$ cat config.mk
export PLATFORM = sky130hd
export DESIGN_NAME = fetch_stage
export DESIGN_NICKNAME = d
export VERILOG_FILES = /design/src/rtl/fetch_stage.sv
export SDC_FILE = /design/constraint.sdc
export NUM_CORES = 1
export LEC_CHECK = 0
export ABC_AREA = 1
export CORE_MARGIN = 2
export CORE_UTILIZATION = 44
export CTS_BUF_LIST = sky130_fd_sc_hd__clkbuf_2 sky130_fd_sc_hd__clkbuf_4 sky130_fd_sc_hd__clkbuf_8
export CTS_CLUSTER_DIAMETER = 40
export DETAILED_ROUTE_END_ITERATION = 8
export GPL_ROUTABILITY_DRIVEN = 0
export PLACE_DENSITY = 0.83
export SYNTH_ARGS = -nofsm -noshare
export SYNTH_HDL_FRONTEND = slang
export SYNTH_SLANG_ARGS = --single-unit
$ cat constraint.sdc
create_clock -name clk -period 2.2 [get_ports clk]
set_clock_uncertainty 0.1 [all_clocks]
set_input_delay 0.33 -clock clk [delete_from_list [all_inputs] [get_ports clk]]
set_output_delay 0.33 -clock clk [all_outputs]
set_load 0.03 [all_outputs]
$ cat src/rtl/fetch_stage.sv
// Instruction fetch stage: PC register, IF/ID pipeline register and a
// saturating count of valid fetches, with branch redirect and decode stall.
module fetch_stage #(
  parameter int          IMEM_DEPTH = 128,
  parameter logic [15:0] RESET_PC   = 16'h0000,
  parameter logic [15:0] NOP_ENC    = 16'hBF00
) (
  input  logic        clk,
  input  logic        reset,
  input  logic        stall,
  input  logic        redirect_valid,
  input  logic [15:0] redirect_target,
  output logic [15:0] imem_addr,
  input  logic [15:0] imem_instr,
  output logic [15:0] ifid_instr,
  output logic [15:0] ifid_pc,
  output logic        ifid_valid,
  output logic [15:0] fetch_count
);

  // IMEM_DEPTH is a power of two, so modulo reduces to a mask.
  localparam logic [15:0] PC_MASK = 16'(IMEM_DEPTH - 1);

  logic [15:0] pc;

  // imem_addr depends only on the PC register, never on stall or redirect.
  assign imem_addr = pc;

  always_ff @(posedge clk) begin
    if (reset) begin
      pc          <= RESET_PC & PC_MASK;
      ifid_instr  <= NOP_ENC;
      ifid_pc     <= 16'h0000;
      ifid_valid  <= 1'b0;
      fetch_count <= 16'h0000;
    end else if (redirect_valid) begin
      // The instruction fetched this cycle is on the wrong path: squash it.
      pc          <= redirect_target & PC_MASK;
      ifid_instr  <= NOP_ENC;
      ifid_pc     <= 16'h0000;
      ifid_valid  <= 1'b0;
    end else if (!stall) begin
      pc          <= (pc + 16'd1) & PC_MASK;
      ifid_instr  <= imem_instr;
      ifid_pc     <= pc;
      ifid_valid  <= 1'b1;
      if (fetch_count != 16'hFFFF) begin
        fetch_count <= fetch_count + 16'd1;
      end
    end
  end

endmodule

==> out/results.tsv <==
metric	value	unit
# setup viols final	0	
Clock Path Buffers	2	
Flop pwr share	45.8	%
endpoint class of the critical path	primary output	
CP endpoint	fetch_count[13]	
Crit Path Category	register to primary output	
leak pwr	1.259	nW
num ports	101	
Util after Layout	62.85	%
Hold Path Class	register to register	
Fin. Hold Viols	0	
f_max	518.2	MHz
DR WL/cell	12.04	um
Starting Density	46.13	%
Power per Cell Area	604.5	nW/um^2
Finished Layout Cells	474	
n_diodes	0	
Die X	77.41	um
DP Cell Count	466	
crit path cell chain	clkdlybuf4s50_1	
total track usage	18.55	%
Post-Synthesis Cells	328	
Levels on crit path	1	
core area	5140	um^2
remaining antenna violation count	0	
antenna violations before repair	0	
post-synthesis cell area	2371	um^2
placed cell area	3094	um^2
total gr overflow	0	
footprint of the multi-input gates	1196	um^2
Final Max Slew Viols	0	
total power	1.953	mW
vias in the first global route	1967	
XOR/XNOR Fraction of Synth Area	3.694	%
CTS H-tree depth	2	
RSZ-0062 raised after global routing	false	
vias per inst	4.755	
Final Cycle Share	87.72	%
Worst Path Buf+Inv	1	
Peak VDD IR	0.0003462	V
worst setup margin	0.2701	ns
reg2reg setup slack	0.39	ns
fillcell total	459	
sw frac	25.21	%
Synth Warn #	0	
post-route minimum period	1.930	ns
Cell variety after synth	27	
clock sinks	47	
max cap viols	0	
post-CTS setup buffers	0	
row count	26	
top cell type's share of synthesized area	39.68	%
Worst-Skew Late Latency	0.29	ns
Area growth syn-to-layout	36.25	%
worst r2r path cells	7	
Post-Place Worst Slack	0.1523	ns
Power Internal	1.461	mW
Worst EP required	1.77	ns
number of synthesized register bits	47	
DRC Markers	0	
area leader, netlist	dfxtp_1	
sequential area share after synthesis	39.68	%
Clk pin slew, worst setup/hold paths	0.09	ns
crit path launch	fetch_count[13]	
critical path's slowest cell	clkdlybuf4s50_1	
final WL	5.709	mm
die area	5992	um^2
Vias	2254	
main area contributors after synthesis	dfxtp_1 (40%), nand2_1 (17%), buf_4 (5.7%)	
CP peak stage delay	0.73	ns
clock share of power	38.6	%
Chip Height	77.41	um
Setup TNS Final	0	ns
post-synthesis compound-gate area fraction	12.45	%
largest net degree at the start of global routing	24	
Post-CTS Resized	0	
# hold bufs at CTS	0	
# port buffers	73	
nets	441	
mux cell area share after synthesis	0	%
Logic pwr share	15.6	%
sequential cell area	940.9	um^2
Root Driver	clkbuf_8	
Num CTS Buffers	5	
largest family of logic cells by synthesized area	simple AND/OR/NAND/NOR gates	
DRC violation total after the first TritonRoute iteration	98	
Finished Cell Area	3231	um^2
largest delay contributor family on the critical path	buffers and inverters	
post-detail-place hpwl	4.295	mm
arrival time worst endpoint	1.50	ns
worst r2r src	fetch_count[1]	
Synth Area per Inst	7.229	um^2
Setup crit start kind	register	
total net switching power	0.4922	mW
fraction of the mapped netlist area in adder cells	1.055	%
status	completed	
global-route wire length before repair	9.052	mm
Hold Slack	0.3666	ns
CTS tree	done	
drt pass-1 iters	4	
Synth Area in Simple Gates	30.40	%
maximum fanout along the worst path	7	
hold path cells	2	
layout cells sized above 1	8.911	%
reg2reg end	fetch_count[8]	
[layout by cell type (no fill, tap or decap), drive strengths merged]
cell	instances
xnor2	2
nand2	108
clkdlybuf4s50	73
clkinv	1
nand3b	2
a31oi	2
clkbuf	6
nor2	34
ha	2
conb	18
buf	7
xor2	8
inv	22
dfxtp	47
a22o	1
bufinv	2
o21ai	10
nand3	17
a21oi	35
nand4	7
[final cells by class]
type | count | area share, %
multi-input combinational | 246 | 37.03
sequential | 47 | 29.12
timing repair buffer | 80 | 24.24
tap | 70 | 2.711
inverter | 23 | 2.672
clock buffer | 6 | 2.363
clock inverter | 2 | 1.859
[cells in the mapped netlist]
master,count
nand2_1,105
dfxtp_1,47
nor2_1,27
a21oi_1,25
inv_1,22
buf_4,18
nand3_1,17
a21oi_2,10
o21ai_0,9
xor2_1,8
nand4_1,7
clkbuf_1,5
nor2_2,5
buf_6,3
nand2_2,3
a31oi_1,2
buf_2,2
ha_1,2
nand3b_1,2
xnor2_1,2
a22o_1,1
clkbuf_8,1
clkinv_1,1
conb_1,1
nor2_4,1
nor2_8,1
o21ai_4,1
[registers in the layout, summed over array words and instances (netlist names)]
signal / count
ifid_pc: 7
ifid_valid: 1
fetch_count: 16
imem_addr: 7
ifid_instr: 16
[power by group through the flow]
stage,Sequential [mW],Combinational [mW],Clock (mW)
CTS,0.895,0.305,0.775
global route,0.899,0.326,0.816
finish,0.895,0.304,0.754
global placement,0.913,0.299,0
detailed placement,0.915,0.304,0
floorplan,0.964,0.160,0
[routing by layer]
layer  up-vias  GRT usage, %  routed length (um)  part of all wire [%]
met1      1003         23.30                2690                    47
met5         -             0                   0                     0
met3        14         4.767                 345                   6.0
met2        80         30.52                2555                    45
met4         0         7.143                 118                   2.1
li1       1157             -                   -                     -
[logic make-up after synthesis]
group / after synthesis
AOI/OAI and AO/OA: 48
other: 1
xor gates and xnor gates: 10
buffers and inverters: 52
and+or+nand+nor: 168
DFF: 47
adders and majority gates: 2
[worst register-to-register path, stage by stage, from the launching register on]
cell     delay [ns]
dfxtp_1        0.41
ha_1           0.24
nand2_1        0.08
nor2_2         0.14
nand2_2        0.12
o21ai_4        0.39
nand2_1        0.12
a21oi_2        0.15
[worst min path at each step]
stage | from | to | slack, ns
floorplan | imem_instr[10] | ifid_instr[10] | 0.34
global route | ifid_instr[3] | ifid_instr[3] | 0.40
global placement | ifid_instr[4] | ifid_instr[4] | 0.35
detailed placement | ifid_instr[13] | ifid_instr[13] | 0.36
CTS | ifid_instr[0] | ifid_instr[0] | 0.37
finish | ifid_pc[1] | ifid_pc[1] | 0.37
(Power assumes the default switching activity.)
==> RTL edit, RTL diff (same flow settings) <==
Put one more register stage on the output `fetch_count`. The value now appears one clock later. The other outputs are not delayed to match.
--- a/src/rtl/fetch_stage.sv
+++ b/src/rtl/fetch_stage.sv
@@ -23,2 +23,4 @@
 
+  logic [15:0] fetch_count_s0;
+
   logic [15:0] pc;
@@ -34,3 +36,3 @@
       ifid_valid  <= 1'b0;
-      fetch_count <= 16'h0000;
+      fetch_count_s0 <= 16'h0000;
     end else if (redirect_valid) begin
@@ -46,4 +48,4 @@
       ifid_valid  <= 1'b1;
-      if (fetch_count != 16'hFFFF) begin
-        fetch_count <= fetch_count + 16'd1;
+      if (fetch_count_s0 != 16'hFFFF) begin
+        fetch_count_s0 <= fetch_count_s0 + 16'd1;
       end
@@ -52,2 +54,6 @@
 
+  always_ff @(posedge clk) begin
+    fetch_count <= fetch_count_s0;
+  end
+
 endmodule
Behaviour: not the same (a bounded check fails within 4 cycles, from zero or initial values and one cycle with reset high).
==> RTL edit against the unedited design <==
Utilization fell by 1.3 points. Wire length rose by 2.8%. Largest power group unchanged. Design area rose by 11%. Setup slack gained 4.8 ps. Synthesized area increased by 10%. Die area rose by 9.5%. Power increased by 35%. Count of clock-buffer cells in the layout increased by 5. Sequential cell count up 16.
==> RTL edit: results (changes against the unedited design) <==
setup_path:
  critPathArrivalTime_ps: 1500  # about the same
  worstRegToRegCells: 7  # unchanged
  timing.rr.end: "fetch_count_s0[1]"
  r2r-start: "fetch_count_s0[0]"
  cp_max_fo: 5  # -2
  r2r_slack_ps: 400
  slowest_delay_ps: 730  # about the same
yosys:
  ys_warn_count: 0  # unchanged
  synth_commonest_cells: "nand2_1, dfxtp_1, a21oi_1"
  ys_seq_area_frac: 0.4837  # +0.08685
  synth_cell_types: 28  # +3.7%
  async_flop_share: 0  # unchanged
  synthTopCellsByArea: "dfxtp_1, nand2_1, a21oi_1"
  dominantRegCellSynth: "dfxtp_1"
sta:
  setup_violations: 0  # unchanged
  holdWs_ps: 289.3  # -77.25 ps
global_route:
  first_global_vias: 2150  # +9.3%
  antenna_found_initial: 0  # unchanged
  met2_usage: 0.3165  # +0.01131
  track_usage: 0.1789  # -0.006538
  use_met3: 0.05333  # +0.005659
  globalRouteMet1Util: 0.1856  # -0.04742
  grt_pass1_wl_um: 9101  # +0.54%
  grt_max_degree: 21  # -13%
pwr:
  vdd_drop_max_mv: 0.4194  # +21%
  leakage_nw: 1.405  # +12%
status:
  status: "finished, final reports clean"
hold_path:
  hold-path-endpoint: "fetch_count[15]"
  hp-start: "fetch_count_s0[15]"
  whs_path_depth: 0  # -2
  hold_class: "register to register"
finish:
  reg.largest.list: "fetch_count (16), fetch_count_s0 (16), ifid_instr (16)"
  drive_above_1_share: 0.07857  # -0.01054
  finalNetCount: 453  # +2.7%
  fillers: 490  # +6.8%
clocking:
  post_cts_buffers: 0  # unchanged
  root_buffer: "clkbuf_8"
  cts_made_buffers: 9  # +4
  post_cts_resized: 0  # unchanged
  clkSlewWorstSetupHoldPaths_ps: 70  # -20 ps
  insertion_delay_ps: 340  # +50 ps
  htree_levels: 3  # +1
detailed_routing:
  vias: 2379  # +5.5%
  drt_iter0_markers: 95  # -3.1%
  first_pass_iters: 5  # +1
  routed_wl_um: 5866  # +2.8%
placement:
  pre_cts_ws_ps: 117.6  # -34.74 ps
  placed_area_um2: 3347  # +8.2%
  dpl.hpwl_um: 4152  # -3.3%
  io_buffer_count: 73  # unchanged
==> RTL edit: logic make-up after synthesis <==
family	share of synthesized area
fa+ha+maj	0.009595
buf+inv	0.1003
simple gates	0.2783
other cells	0.001438
xor+xnor	0.03359
flops	0.4837
compound gates	0.09309
==> RTL edit: area by class of cell <==
type | count | area [um^2] | area share
Clock inverter | 5 | 80.08 | 0.02238
Clock buffer | 11 | 151.4 | 0.04231
Inverter | 20 | 75.07 | 0.02098
Sequential cell | 63 | 1261 | 0.3524
Tap cell | 75 | 93.84 | 0.02622
Timing Repair Buffer | 78 | 768.2 | 0.2147
Multi-Input combinational cell | 243 | 1149 | 0.3210
==> RTL edit: worst register-to-register path: cells and delay by family, from the launching register on <==
| kind | cells | cell delay (ps) |
|---|---|---|
| AOI/OAI and AO/OA | 2 | 470 |
| and+or+nand+nor | 4 | 440 |
| adders and majority gates | 1 | 250 |
| DFF | 1 | 460 |
==> RTL edit: worst max-delay path by stage <==
stage	to	slack, ps	startpoint
finish	imem_addr[4]	270	imem_addr[4]
detailed placement	fetch_count_s0[13]	120	redirect_valid
floorplan	fetch_count_s0[11]	630	fetch_count_s0[0]
global placement	fetch_count_s0[15]	140	redirect_valid
CTS	imem_addr[4]	270	imem_addr[4]
global route	imem_addr[4]	240	imem_addr[4]
==> RTL edit: metal layers <==
metal / wire, um / up-vias
met4: 133 / 0
met1: 2375 / 1084
met2: 2863 / 85
met5: 0 / -
met3: 493 / 14
li1: - / 1196
==> RTL edit: per-stage QoR <==
step	instances	power, mW
after CTS	495	2.654
after floorplan	354	1.417
after detailed placement	479	1.513
after global routing	495	2.723
after global placement	479	1.507
final	495	2.627
==> RTL edit: power breakdown <==
| group | internal (mW) | switching, mW |
|---|---|---|
| sequential | 1.17 | 0.0216 |
| combinational | 0.117 | 0.182 |
| clock | 0.697 | 0.442 |
| total | 1.98 | 0.646 |
